`src/rtl/uart_rx.sv`:
```
// uart_rx: oversampling serial receiver.
// Recovers start / WIDTH data bits (LSB first) / optional parity / stop frames
// from a line that idles high. Each bit is sampled three times around its
// centre and decided by majority. A good word is presented on P_DATA with a
// one-cycle DATA_VALID pulse; a bad frame gives a PAR_ERR or STP_ERR pulse instead.
//
// Handshake: there is no back-pressure. DATA_VALID, PAR_ERR and STP_ERR are
// single-cycle pulses and at most one of them is high in any cycle. P_DATA only
// changes in the cycle DATA_VALID goes high, and it holds until the next good frame.
module uart_rx #(
  parameter int WIDTH    = 8,
  parameter int PRESCALE = 8
) (
  input  logic             clk,
  input  logic             rst,
  input  logic             RX_IN,
  input  logic             PAR_EN,
  input  logic             PAR_TYP,
  output logic [WIDTH-1:0] P_DATA,
  output logic             DATA_VALID,
  output logic             PAR_ERR,
  output logic             STP_ERR,
  output logic             Busy,
  output logic [2:0]       o_dbg_state
);

  localparam int M     = PRESCALE / 2;
  localparam int CNT_W = (PRESCALE > 1) ? $clog2(PRESCALE) : 1;
  localparam int BIT_W = (WIDTH > 1) ? $clog2(WIDTH) : 1;

  typedef enum logic [2:0] {
    ST_IDLE   = 3'd0,
    ST_START  = 3'd1,
    ST_DATA   = 3'd2,
    ST_PARITY = 3'd3,
    ST_STOP   = 3'd4
  } state_t;

  state_t             r_state;
  state_t             w_state_nxt;

  logic [1:0]         r_sync;
  logic [CNT_W-1:0]   r_edge_cnt;
  logic [BIT_W-1:0]   r_bit_cnt;
  logic               r_samp0;
  logic               r_samp1;
  logic [WIDTH-1:0]   r_shift;
  logic               r_par_en;
  logic               r_par_typ;
  logic               r_par_pend;
  logic [WIDTH-1:0]   r_p_data;
  logic               r_data_valid;
  logic               r_par_err;
  logic               r_stp_err;

  logic               w_rx_s;
  logic               w_samp_a;
  logic               w_samp_b;
  logic               w_decide;
  logic               w_bit_end;
  logic               w_last_bit;
  logic               w_maj;
  logic               w_exp_par;
  logic               w_valid_nxt;
  logic               w_par_err_nxt;
  logic               w_stp_err_nxt;

  assign w_rx_s     = r_sync[1];
  assign w_samp_a   = (r_edge_cnt == CNT_W'(M - 1));
  assign w_samp_b   = (r_edge_cnt == CNT_W'(M));
  assign w_decide   = (r_edge_cnt == CNT_W'(M + 1));
  assign w_bit_end  = (r_edge_cnt == CNT_W'(PRESCALE - 1));
  assign w_last_bit = (r_bit_cnt == BIT_W'(WIDTH - 1));

  // Majority of the two stored samples and the live third sample.
  assign w_maj = (r_samp0 & r_samp1) | (r_samp0 & w_rx_s) | (r_samp1 & w_rx_s);

  // Parity bit the sender should have produced for the shifted-in word.
  assign w_exp_par = (^r_shift) ^ r_par_typ;

  assign P_DATA      = r_p_data;
  assign DATA_VALID  = r_data_valid;
  assign PAR_ERR     = r_par_err;
  assign STP_ERR     = r_stp_err;
  assign Busy        = (r_state != ST_IDLE);
  assign o_dbg_state = r_state;

  // Two-flop synchroniser for the asynchronous serial line; idles high.
  always_ff @(posedge clk or posedge rst) begin
    if (rst) begin
      r_sync <= 2'b11;
    end else begin
      r_sync <= {r_sync[0], RX_IN};
    end
  end

  // State register.
  always_ff @(posedge clk or posedge rst) begin
    if (rst) begin
      r_state <= ST_IDLE;
    end else begin
      r_state <= w_state_nxt;
    end
  end

  // Next-state and frame-result decode.
  always_comb begin
    w_state_nxt   = r_state;
    w_valid_nxt   = 1'b0;
    w_par_err_nxt = 1'b0;
    w_stp_err_nxt = 1'b0;
    case (r_state)
      ST_IDLE: begin
        if (!w_rx_s) begin
          w_state_nxt = ST_START;
        end
      end
      ST_START: begin
        // A start bit that decides high was a glitch: drop it at once.
        if (w_decide && w_maj) begin
          w_state_nxt = ST_IDLE;
        end else if (w_bit_end) begin
          w_state_nxt = ST_DATA;
        end
      end
      ST_DATA: begin
        if (w_bit_end && w_last_bit) begin
          w_state_nxt = r_par_en ? ST_PARITY : ST_STOP;
        end
      end
      ST_PARITY: begin
        if (w_bit_end) begin
          w_state_nxt = ST_STOP;
        end
      end
      ST_STOP: begin
        // Leave on the decision so a following start bit is not missed.
        if (w_decide) begin
          w_state_nxt = ST_IDLE;
          if (!w_maj) begin
            w_stp_err_nxt = 1'b1;
          end else if (r_par_pend) begin
            w_par_err_nxt = 1'b1;
          end else begin
            w_valid_nxt = 1'b1;
          end
        end
      end
      default: begin
        w_state_nxt = ST_IDLE;
      end
    endcase
  end

  // Per-bit edge counter and data bit counter.
  always_ff @(posedge clk or posedge rst) begin
    if (rst) begin
      r_edge_cnt <= '0;
      r_bit_cnt  <= '0;
    end else begin
      if (r_state == ST_IDLE || w_state_nxt == ST_IDLE || w_bit_end) begin
        r_edge_cnt <= '0;
      end else begin
        r_edge_cnt <= r_edge_cnt + CNT_W'(1);
      end
      if (r_state != ST_DATA) begin
        r_bit_cnt <= '0;
      end else if (w_bit_end) begin
        r_bit_cnt <= w_last_bit ? '0 : r_bit_cnt + BIT_W'(1);
      end
    end
  end

  // First two majority samples of the current bit.
  always_ff @(posedge clk or posedge rst) begin
    if (rst) begin
      r_samp0 <= 1'b1;
      r_samp1 <= 1'b1;
    end else begin
      if (w_samp_a) begin
        r_samp0 <= w_rx_s;
      end
      if (w_samp_b) begin
        r_samp1 <= w_rx_s;
      end
    end
  end

  // Frame options latched at start detection, data shift and parity check.
  always_ff @(posedge clk or posedge rst) begin
    if (rst) begin
      r_par_en   <= 1'b0;
      r_par_typ  <= 1'b0;
      r_par_pend <= 1'b0;
      r_shift    <= '0;
    end else begin
      if (r_state == ST_IDLE && !w_rx_s) begin
        r_par_en   <= PAR_EN;
        r_par_typ  <= PAR_TYP;
        r_par_pend <= 1'b0;
      end
      if (r_state == ST_DATA && w_decide) begin
        r_shift <= {w_maj, r_shift[WIDTH-1:1]};
      end
      if (r_state == ST_PARITY && w_decide) begin
        r_par_pend <= (w_maj != w_exp_par);
      end
    end
  end

  // Registered result pulses and the output word.
  always_ff @(posedge clk or posedge rst) begin
    if (rst) begin
      r_p_data     <= '0;
      r_data_valid <= 1'b0;
      r_par_err    <= 1'b0;
      r_stp_err    <= 1'b0;
    end else begin
      r_data_valid <= w_valid_nxt;
      r_par_err    <= w_par_err_nxt;
      r_stp_err    <= w_stp_err_nxt;
      if (w_valid_nxt) begin
        r_p_data <= r_shift;
      end
    end
  end

endmodule
```
`config.mk`:
```
export PLATFORM = sky130hd
export DESIGN_NAME = uart_rx
export DESIGN_NICKNAME = d
export VERILOG_FILES = /design/src/rtl/uart_rx.sv
export SDC_FILE = /design/constraint.sdc
export NUM_CORES = 1
export LEC_CHECK = 0
export ABC_AREA = 1
export ABC_CLOCK_PERIOD_IN_PS = 4500
export CORE_ASPECT_RATIO = 1.2
export CORE_MARGIN = 8
export CORE_UTILIZATION = 30
export DETAILED_ROUTE_END_ITERATION = 10
export HOLD_SLACK_MARGIN = 0.08
export PLACE_DENSITY = 0.5
export SYNTH_ARGS = -nofsm -noshare
export SYNTH_HDL_FRONTEND = slang
export SYNTH_SLANG_ARGS = --single-unit
```
`constraint.sdc`:
```
create_clock -name clk -period 4.5 [get_ports clk]
set_input_delay 1.125 -clock clk [delete_from_list [all_inputs] [get_ports clk]]
set_output_delay 1.125 -clock clk [all_outputs]
set_load 0.005 [all_outputs]
```
======== Word level (Yosys, flattened, before mapping) ========
Index checks and enable logic that the tools add are counted.
storage, ports and cells
  input bits .............................. 5
  word-level logic and storage cells ...... 72
  bits in registers ....................... 35
operators by class
  bitwise gates (word level) .............. 6
  reductions and logical operators ........ 14
  muxes and demuxes ....................... 25
  eq/ne operators ......................... 11
  add/subtract/negate cells ............... 2
operators by type and width
  operator                                                         number
  3-bit two-way mux                                                11
  3-bit == test, second input constant                             5
  3-bit case mux with 5 select lines                               1
  1-bit two-way mux                                                13
  3-bit by 2-bit == test with 1-bit output, second input constant  3
  8-bit parity                                                     1
  3-bit by 1-bit adder with 3-bit output, second input constant    2
  3-bit zero test                                                  2
  1-bit logical AND                                                5
  2-bit nonzero test                                               2
  1-bit AND                                                        3
  3-bit by 1-bit == test with 1-bit output, second input constant  1
  3-bit by 2-bit != test with 1-bit output, second input constant  1
  3-bit nonzero test                                               1
  1-bit logical OR                                                 2
  1-bit bitwise OR                                                 2
  1-bit zero test                                                  1
  1-bit != test                                                    1
  1-bit bitwise XOR                                                1

======== Depth between registers and ports, before layout ========
Gate-level depths: netlist of run 1.
  word-level depth ........................ 10
  mapped depth ............................ 12
  depth with buffers taken out ............ 11

======== Worst setup path before layout of run 1 ========
No wires, ideal clock.
  path kind ............................... register -> output
  start point ............................. register r_state[0], in the netlist o_dbg_state[0]
  end point ............................... output port Busy
  data arrival time ....................... 0.699 ns
  path slack .............................. 2.676 ns
  cell stages (with the launch flop) ...... 3
  cells stage by stage .................... dfrtp_1 -> nor2_2 -> nand2_1
on the way
  cells in the longest elaborated chain, start to end .. 1
RTL lines
  item                      line  RTL
  start: declaration        39    state_t r_state;
  start signal: assignment  102   r_state <= w_state_nxt;
  3-bit nonzero test        85    assign Busy = (r_state != ST_IDLE);
  end: declaration          23    output logic Busy,
Every way passes these cells.

======== Final worst setup path of run 1 ========
  start point ............................. register r_state[1], in the netlist o_dbg_state[1]
  end point ............................... output port Busy
Same word-level chain as after synthesis.

==> results.md, run 1 <==
- FP Rows: 30
- Terminus of the critical flop-to-flop path: r_edge_cnt[0]$_DFF_PP0_
- Crit path kind: reg2out
- Worst rel slew slack: 0.398
- Floorplan die height: 99.3 um
- Combinational cell fraction of total power: 0.242
- Final WL: 3.30 mm
- Power density cells: 394 nW/um^2
- Clock tree from TritonCTS: done
- Routed vias/inst: 4.39
- Share of power burned in the clock network: 0.283
- Average instance area after synthesis: ~8.2 sq um
- Mapped cell area: roughly 1700 sq um
- Library cells used by synthesis: 23
- Fmax: about 0.39 GHz
- Cells resized by post-CTS repair: 0
- Pin count of the biggest net entering global routing: 36
- Number of hold-slack violations in the final timing report: 0
- Routability cong.: 0.804
- YS warnings: 0
- Worst Min Path Start: r_sync[0]$_DFF_PP1_
- Number of fill cells: 620
- Nets: 247
- Number of vias in the routed layout: 1,312
- DPL Wire Length: around 2.4 mm
- Reg-to-reg slack, setup: between 2 and 3 ns
- Root buf cell: clkbuf_8
- Setup crit start kind: flip-flop
- DR WL/cell: 11.0 um
- Number of slew-limit violations in the final report: 0
- Part of the cycle the worst path needs: 0.577
- Number of top-level design ports: 20
- Part of the Yosys area used for sequential elements: 0.508
- DRC errors left: 0
- Fraction of layout cells with a size suffix above 1: 0.132
- Width of the chip: 85.4 um
- Area of the die: 8470 sq um
- First-pass GRT wire length: 5.98 mm
- Commonest non-fill, non-tap cells in the layout: 67 x nand2_1, 31 x dfrtp_1, 30 x inv_1
- Synthesis-to-layout area growth: 19.9%
- Total track usage: 0.0888
- Max Root-Sink Buffers: 2
- Number of CTS-inserted buffers: 5
- Number of antenna violations at the first check in global routing: 0
- Crit. End Element: primary output
- CP required: roughly 3.4 ns
- Diodes inserted: 0
- Number of hold buffers added after CTS: 0
- Antenna Nets Post-Route: 0
- Leakage dissipation: between 1 and 1.5 nW
- Worst r2r path cells: 11
- Initial DRC count: 67
- Number of synthesized register bits: 35
- Core area: 5630 sq um
- CP Data Arrival Time: 1.47 ns
- Max cap viols: 0
- Critical-path maximum fanout: 7
- Setup Viol. Count Final: 0
- Worst Hold End: r_sync[1]$_DFF_PP1_
- Worst Max-Slew Pin Slew: 0.899 ns
- Hold Path Stages: 0
- Sequential group share of total power: 0.475
- Aggregate global routing overflow: 0
- Number of port buffers: 19
- Starting utilization of the core area: 0.308
- Class of the most critical hold timing path: reg2reg
- P_sw: 259 uW
- Via count of the first global-routing pass: 1,334
- Final Hold Slack: between 0.3 and 0.4 ns
- Sum of negative setup slack: 0 ns
- Postcts setup bufs: 0
- Worst clock skew: roughly 0.0080 ns
- Internal power component: 560 uW
- CTS clk-pin slew, worst paths: 0.07 ns
- Most frequent standard cell in the layout excluding fill and tap cells: nand2_1
- Count of mapped cells out of synthesis: 211
- Total clock sinks: 35
- Net count of the mapped netlist: 223
- Clock latency on the worst-skew pair: 0.28 ns
- Final worst path period need: 2.59 ns
- Worst R2R Start: r_edge_cnt[0]$_DFF_PP0_
- Pre-Repair DR Iteration Count: 4
- Peak VDD IR: between 0.2 and 0.25 mV
- Sw Share: 0.316
- Unrepaired setup endpoints after global routing: false
- CTS H-tree lvls: 2
- Status: complete, no violations
worst max-delay path by stage:
stage                                         from                   end  slack (ns)  cells after the start
after floorplan                                rst  DATA_VALID$_DFF_PP0_        2.61                      1
after global placement    o_dbg_state[0]$_DFF_PP0_                  Busy        2.22                      3
after detailed placement  o_dbg_state[0]$_DFF_PP0_                  Busy        2.21                      3
after CTS                 o_dbg_state[0]$_DFF_PP0_                  Busy        1.88                      3
after global routing      o_dbg_state[0]$_DFF_PP0_                  Busy        1.79                      3
final                     o_dbg_state[1]$_DFF_PP0_                  Busy        1.91                      3
metal layers:
metal | vias up | global-route usage | share of wire
met5 | - | 0 | 0
met4 | 0 | 0.0365 | 0.017
met3 | 6 | 0.0371 | 0.064
met2 | 22 | 0.145 | 0.46
met1 | 588 | 0.100 | 0.45
li1 | 696 | - | -
flip-flops by register name, summed over array words and instances (netlist names):
name and cells:
STP_ERR 1, r_shift 8, r_par_typ 1, o_dbg_state 3, r_edge_cnt 3, r_samp0 1, P_DATA 8, r_sync 2
r_par_en 1, PAR_ERR 1, r_samp1 1, DATA_VALID 1, r_par_pend 1, r_bit_cnt 3
metrics by stage:
step	utilization	instance area, sq um	setup slack, ns	total power, mW	std cells
floorplan	-	1730	2.61	0.536	211
global placement	0.353	1990	2.22	0.596	292
detailed placement	0.353	1990	2.21	0.598	292
CTS	0.369	2080	1.88	0.837	299
global route	0.369	2080	1.79	0.889	299
finish	0.369	2080	1.91	0.818	299
area by class of cell:
cell class	instances	area [sq um]	area share
clock buffers	6	82.6	0.0398
inverters	33	124	0.0596
clock inverters	1	5.00	0.00241
well taps	64	80.1	0.0386
flip-flops and latches	35	881	0.424
multi-input cells	140	707	0.340
repair buffers	20	198	0.0952
cells by family after synthesis:
| logic type | after synthesis | share of synthesized area |
|---|---|---|
| buf+inv | 36 | 0.0838 |
| compound gates | 26 | 0.0975 |
| flops | 35 | 0.508 |
| fa+ha+maj | 7 | 0.0505 |
| simple gates | 107 | 0.260 |
cell usage after synthesis, drive strengths merged:
cell,number,area share
a211oi,1,0.0043
a21oi,4,0.012
a31oi,1,0.0036
buf,3,0.012
dfrtp,31,0.45
dfstp,4,0.061
ha,7,0.051
inv,33,0.071
nand2,71,0.16
nand3,11,0.035
nand4,1,0.0036
nor2,21,0.051
nor3,2,0.0058
o211ai,2,0.0087
o21ai,18,0.069
or2,1,0.0051
power groups by stage:
stage | Clock (mW) | Combinational [mW] | Sequential (mW)
floorplan | 0 | 0.146 | 0.389
global placement | 0 | 0.201 | 0.394
detailed placement | 0 | 0.203 | 0.395
CTS | 0.244 | 0.203 | 0.390
global route | 0.256 | 0.237 | 0.395
finish | 0.232 | 0.198 | 0.389
worst max-delay path: stages, from the launching register on:
cell and delay (ns):
dfrtp_1 0.45, nor2_2 0.21, nand2_1 0.07, clkdlybuf4s50_1 0.45
No activity file was read; power rests on OpenSTA's default activity.
==> run 2, diff against run 1 <==
Settings changed: ABC_CLOCK_PERIOD_IN_PS 4500 to 2450.
Clock period 4.5 ns to 2.45 ns, I/O delays scaled along.
==> run 2 against run 1 <==
Effect of this change:
- largest cell class unchanged
- wire length rose by 2.4%
- sequential power rose by 85%
- die area did not move
- final cell count rose by 0.33%
- global-route usage barely moved
- clock skew rose by 0.0012 ns
- first-iteration DRC count rose by 84%
- clock power rose by 84%
- cell area rose by 0.36%
- clock-buffer cell count did not move
- highest routed layer unchanged
- total power rose by 85%
- core utilization rose by 0.13 points
==> results.md, run 2 (synthesis gave the netlist of run 1 again) <==
- Sum of negative setup slack: 0 ns (unchanged)
- Class of the most critical hold timing path: reg2reg
- Setup Viol. Count Final: 0 (unchanged)
- Reg-to-reg slack, setup: 0.60 ns (-2.06 ns)
- Synthesis-to-layout area growth: 20.3%
- Routability cong.: 0.778 (-3.3%)
- Worst R2R Start: r_edge_cnt[0]$_DFF_PP0_
- CP required: 1.84 ns (-1.54 ns)
- Number of vias in the routed layout: 1,310 (-0.15%)
- Setup crit start kind: flip-flop
- Starting utilization of the core area: 0.308 (unchanged)
- Final WL: 3.38 mm (+2.4%)
- Commonest non-fill, non-tap cells in the layout: 67 x nand2_1, 31 x dfrtp_1, 30 x inv_1
- Routed vias/inst: 4.37 (-0.49%)
- Nets: 248 (+0.40%)
- Number of port buffers: 19 (unchanged)
- Area of the die: 8470 sq um (unchanged)
- Final core area utilization: 0.370 (+0.00133)
- Final worst path period need: 2.14 ns
- Internal power component: 1.03 mW (+84%)
- Number of hold buffers added after CTS: 0 (unchanged)
- Number of top-level design ports: 20 (unchanged)
- Max Root-Sink Buffers: 2 (unchanged)
- CP Data Arrival Time: 1.52 ns (+0.05 ns)
- CTS clk-pin slew, worst paths: 0.07 ns (about the same)
- Initial DRC count: 123 (+84%)
- Most frequent standard cell in the layout excluding fill and tap cells: nand2_1
- Pre-Repair DR Iteration Count: 4 (unchanged)
- Clock latency on the worst-skew pair: 0.29 ns (about the same)
- Crit path kind: reg2out
- Fmax: 0.468 GHz
- Power density cells: 726 nW/um^2 (+84%)
- Leakage dissipation: 1.02 nW (+0.54%)
- FP Rows: 30 (unchanged)
- Postcts setup bufs: 0 (unchanged)
- Worst Max-Slew Pin Slew: 0.455 ns (-0.444 ns)
- DRC errors left: 0 (unchanged)
- Root buf cell: clkbuf_8
- Post-route standard cell area excluding fillers: 2080 sq um (+0.36%)
- Terminus of the critical flop-to-flop path: r_edge_cnt[0]$_DFF_PP0_
- Area taken by flip-flops and latches: 881 sq um (unchanged)
- Status: complete, no violations
- Pin count of the biggest net entering global routing: 36 (unchanged)
- Core area: 5630 sq um (unchanged)
- Number of slew-limit violations in the final report: 0 (unchanged)
- Total track usage: 0.0891 (+0.000299)
- Combinational cell fraction of total power: 0.242 (about the same)
- Area of placed instances: 2000 sq um (+0.38%)
- Antenna Nets Post-Route: 0 (unchanged)
- Crit. End Element: primary output
- Clock tree from TritonCTS: done
- Critical-path maximum fanout: 7 (unchanged)
- Aggregate global routing overflow: 0 (unchanged)
- Area of the multi-input gates: 707 sq um (unchanged)
- Part of the cycle the worst path needs: 0.872
- First-pass GRT wire length: 6.01 mm (+0.45%)
- Sequential group share of total power: 0.475 (about the same)
- CP endpoint: Busy
- Width of the chip: 85.4 um (unchanged)
- Number of antenna violations at the first check in global routing: 0 (unchanged)
- Diodes inserted: 0 (unchanged)
- DPL Wire Length: 2.39 mm (-1.6%)
- P_sw: 484 uW (+87%)
- Unrepaired setup endpoints after global routing: false
- Final Hold Slack: 0.357 ns (+0.00110 ns)
- Beginning of the critical path: o_dbg_state[1]$_DFF_PP0_
- Worst r2r path cells: 11 (unchanged)
- Max cap viols: 0 (unchanged)
- Hold Path Stages: 0 (unchanged)
- Share of power burned in the clock network: 0.283 (about the same)
- Fraction of layout cells with a size suffix above 1: 0.136 (+0.00368)
- Peak VDD IR: 0.373 mV (+80%)
- DR WL/cell: 11.3 um (+2.1%)
- Number of CTS-inserted buffers: 5 (unchanged)
- Number of hold-slack violations in the final timing report: 0 (unchanged)
- Total clock sinks: 35 (unchanged)
- Worst clock skew: 0.00922 ns (+0.00123 ns)
- Cells resized by post-CTS repair: 0 (unchanged)
- Number of fill cells: 590 (-4.8%)
- CTS H-tree lvls: 2 (unchanged)
- Via count of the first global-routing pass: 1,352 (+1.3%)
- Worst rel slew slack: 0.697 (+0.298)
- Floorplan die height: 99.3 um (unchanged)
- Sw Share: 0.320 (+0.00350)
==> run 2: cell types whose count changed in the layout (fill, tap and decap cells not counted), sizes merged <==
cell and change:
buf +1
==> run 2: how the worst min path moves through the flow <==
| stage | startpoint | end | slack (ns) |
|---|---|---|---|
| 3_5_place_dp | r_sync[0]$_DFF_PP1_ | r_sync[1]$_DFF_PP1_ | 0.35 |
| 4_1_cts | r_sync[0]$_DFF_PP1_ | r_sync[1]$_DFF_PP1_ | 0.36 |
| 3_3_place_gp | r_sync[0]$_DFF_PP1_ | r_sync[1]$_DFF_PP1_ | 0.35 |
| 2_1_floorplan | r_sync[0]$_DFF_PP1_ | r_sync[1]$_DFF_PP1_ | 0.35 |
| 5_1_grt | r_sync[0]$_DFF_PP1_ | r_sync[1]$_DFF_PP1_ | 0.36 |
| 6_report | r_sync[0]$_DFF_PP1_ | r_sync[1]$_DFF_PP1_ | 0.36 |
==> run 2: through the flow <==
stage | power [mW] | setup slack, ns | cells
floorplan | 0.984 | 0.876 | 211
CTS | 1.54 | 0.300 | 300
detailed placement | 1.10 | 0.596 | 293
finish | 1.51 | 0.314 | 300
global route | 1.64 | 0.192 | 300
global placement | 1.10 | 0.609 | 293
==> run 2: worst max-delay path, cell delays in order (launching register included) <==
cell	delay, ns
dfrtp_1	0.47
nor2_2	0.23
nand2_1	0.08
clkdlybuf4s50_1	0.45
==> run 2: power groups by stage <==
| stage | Combinational (mW) | Sequential [mW] | Clock [mW] |
|---|---|---|---|
| finish | 0.366 | 0.718 | 0.428 |
| global route | 0.438 | 0.730 | 0.475 |
| CTS | 0.375 | 0.718 | 0.448 |
| detailed placement | 0.374 | 0.728 | 0 |
| global placement | 0.371 | 0.729 | 0 |
| floorplan | 0.269 | 0.715 | 0 |
==> run 2: layer usage <==
metal | up-vias | share of wire | track usage
met5 | - | 0 | 0
met4 | 0 | 0.0071 | 0.0365
met3 | 2 | 0.049 | 0.0347
met2 | 20 | 0.47 | 0.146
met1 | 588 | 0.48 | 0.101
li1 | 700 | - | -
==> run 2: cell type report <==
class	count	area share
flip-flops and latches	35	0.423
multi-input cells	140	0.339
repair buffers	21	0.0984
inverters	33	0.0594
clock buffers	6	0.0396
well taps	64	0.0384
clock inverters	1	0.00240
==> run 3, diff against run 2 <==
Settings changed: CORE_ASPECT_RATIO 1.2 to 1.25.
==> run 3 against run 2 <==
Effect of this change:
- first-iteration DRC count fell by 43%
- global-route usage rose by 0.36 points
- final cell count is 1.3% higher
- die area is essentially flat
- via count is 2.6% higher
- critical path depth unchanged
- clock-buffer cell count increased by 1
- non-clock buffer count grew 1
- critical endpoint unchanged
==> results.md, run 3 (synthesis gave the netlist of run 1 again) <==
- Class of the most critical hold timing path: reg2reg
- Antenna Nets Post-Route: 0 (unchanged)
- Pre-Repair DR Iteration Count: 4 (unchanged)
- Total clock sinks: 35 (unchanged)
- Pin count of the biggest net entering global routing: 17 (-53%)
- Unrepaired setup endpoints after global routing: false
- Worst Max-Slew Pin Slew: 0.511 ns (+0.0562 ns)
- Max Root-Sink Buffers: 2 (unchanged)
- Diodes inserted: 0 (unchanged)
- Number of vias in the routed layout: 1,344 (+2.6%)
- Final worst path period need: 2.13 ns (-0.00160 ns)
- CP Data Arrival Time: 1.52 ns (about the same)
- Width of the chip: 84.0 um (-1.6%)
- Number of fill cells: 582 (-1.4%)
- Sum of negative setup slack: 0 ns (unchanged)
- Total track usage: 0.0927 (+0.00358)
- Root buf cell: clkbuf_8
- CTS clk-pin slew, worst paths: 0.07 ns (about the same)
- Part of the cycle the worst path needs: 0.871 (about the same)
- Clock latency on the worst-skew pair: 0.29 ns (about the same)
- Worst clock skew: 0.00880 ns (-0.000421 ns)
- DPL Wire Length: 2.55 mm (+6.8%)
- Most frequent standard cell in the layout excluding fill and tap cells: nand2_1
- Number of port buffers: 19 (unchanged)
- Nets: 249 (+0.40%)
- DP Worst Slack: 0.618 ns (+0.0226 ns)
- Number of antenna violations at the first check in global routing: 0 (unchanged)
- Synthesis-to-layout area growth: 21.1%
- Setup Viol. Count Final: 0 (unchanged)
- Routed vias/inst: 4.42 (+1.2%)
- Peak VDD IR: 0.412 mV (+10%)
- Floorplan die height: 101 um (+1.7%)
- Crit path kind: reg2out
- Worst rel slew slack: 0.659 (-0.0379)
- FP Rows: 31 (+3.3%)
- Routing usage on met3: 0.0372 (+0.00256)
- Routability cong.: 0.794 (+2.1%)
- Max cap viols: 0 (unchanged)
- Initial DRC count: 70 (-43%)
- Postcts setup bufs: 0 (unchanged)
- Number of hold-slack violations in the final timing report: 0 (unchanged)
- Clock tree from TritonCTS: done
- Number of CTS-inserted buffers: 5 (unchanged)
- Final WL: 3.42 mm (+1.2%)
- Power density cells: 724 nW/um^2 (-0.25%)
- Number of top-level design ports: 20 (unchanged)
- First-pass GRT wire length: 6.44 mm (+7.1%)
- DR WL/cell: 11.3 um (-0.15%)
- Number of slew-limit violations in the final report: 0 (unchanged)
- GR met2 Demand/Resource: 0.148 (+0.00175)
- Area of the die: 8480 sq um (about the same)
- Via count of the first global-routing pass: 1,374 (+1.6%)
- Crit. End Element: primary output
- Number of hold buffers added after CTS: 0 (unchanged)
- Critical-path maximum fanout: 6 (-1)
- Leakage dissipation: 1.03 nW (+0.59%)
- Fraction of layout cells with a size suffix above 1: 0.139 (+0.00306)
- DRC errors left: 0 (unchanged)
- Reg-to-reg slack, setup: 0.65 ns (+0.05 ns)
- CP required: 1.84 ns (about the same)
- Status: complete, no violations
- Layer carrying the most global-route usage: met2
- Cells resized by post-CTS repair: 0 (unchanged)
- Commonest non-fill, non-tap cells in the layout: 67 x nand2_1, 31 x dfrtp_1, 30 x inv_1
- Fmax: 0.469 GHz (about the same)
- Core area: 5700 sq um (+1.3%)
- Starting utilization of the core area: 0.304 (-0.00385)
- CTS H-tree lvls: 2 (unchanged)
- Global Route met1 Usage: 0.107 (+0.00616)
- Setup crit start kind: flip-flop
- Worst Slack Setup Final: 0.316 ns (+0.00160 ns)
- Aggregate global routing overflow: 0 (unchanged)
## run 3: critical path, stage by stage (launching register included)
cell and delay, ns:
dfrtp_1 0.45, nor2_2 0.25, nand2_1 0.09, clkdlybuf4s50_1 0.46
## run 3: final cells by class
cell class,count,area (sq um),share of cell area
Multi-Input combinational cell,140,707,0.337
Clock inverter,1,5.00,0.00239
Clock buffer,7,86.3,0.0411
Inverter,33,124,0.0590
Sequential cell,35,881,0.420
Tap cell,66,82.6,0.0394
Timing Repair Buffer,22,213,0.101
## run 3: report_power, final
group	switching, mW	internal (mW)
Clock	0.210	0.227
Combinational	0.216	0.150
Sequential	0.0570	0.658
## run 3: final timing paths
path                                          start                      end  depth (start not counted)
min                             r_sync[0]$_DFF_PP1_      r_sync[1]$_DFF_PP1_                          0
max in group asynchronous                       rst      r_samp1$_DFFE_PP1N_                          3
max                        o_dbg_state[0]$_DFF_PP0_                     Busy                          3
min reg2reg                     r_sync[0]$_DFF_PP1_      r_sync[1]$_DFF_PP1_                          0
max reg2reg                 r_edge_cnt[0]$_DFF_PP0_  r_edge_cnt[0]$_DFF_PP0_                         11
min in group asynchronous                       rst   r_par_pend$_DFFE_PP0P_                          2
## run 3: metal layers
metal	share of wire	routed length [um]	vias up
li1	-	-	705
met4	0.019	65	0
met5	0	0	-
met2	0.47	1610	23
met3	0.054	186	6
met1	0.46	1560	610
## run 3: per-stage QoR
stage / instances / hold slack (ns) / area (sq um) / util / power, mW
floorplan: 211 / 0.345 / 1730 / - / 0.984
global placement: 296 / 0.346 / 2010 / 0.352 / 1.10
detailed placement: 296 / 0.349 / 2010 / 0.352 / 1.10
CTS: 304 / 0.360 / 2100 / 0.368 / 1.55
global route: 304 / 0.366 / 2100 / 0.368 / 1.66
finish: 304 / 0.360 / 2100 / 0.368 / 1.52
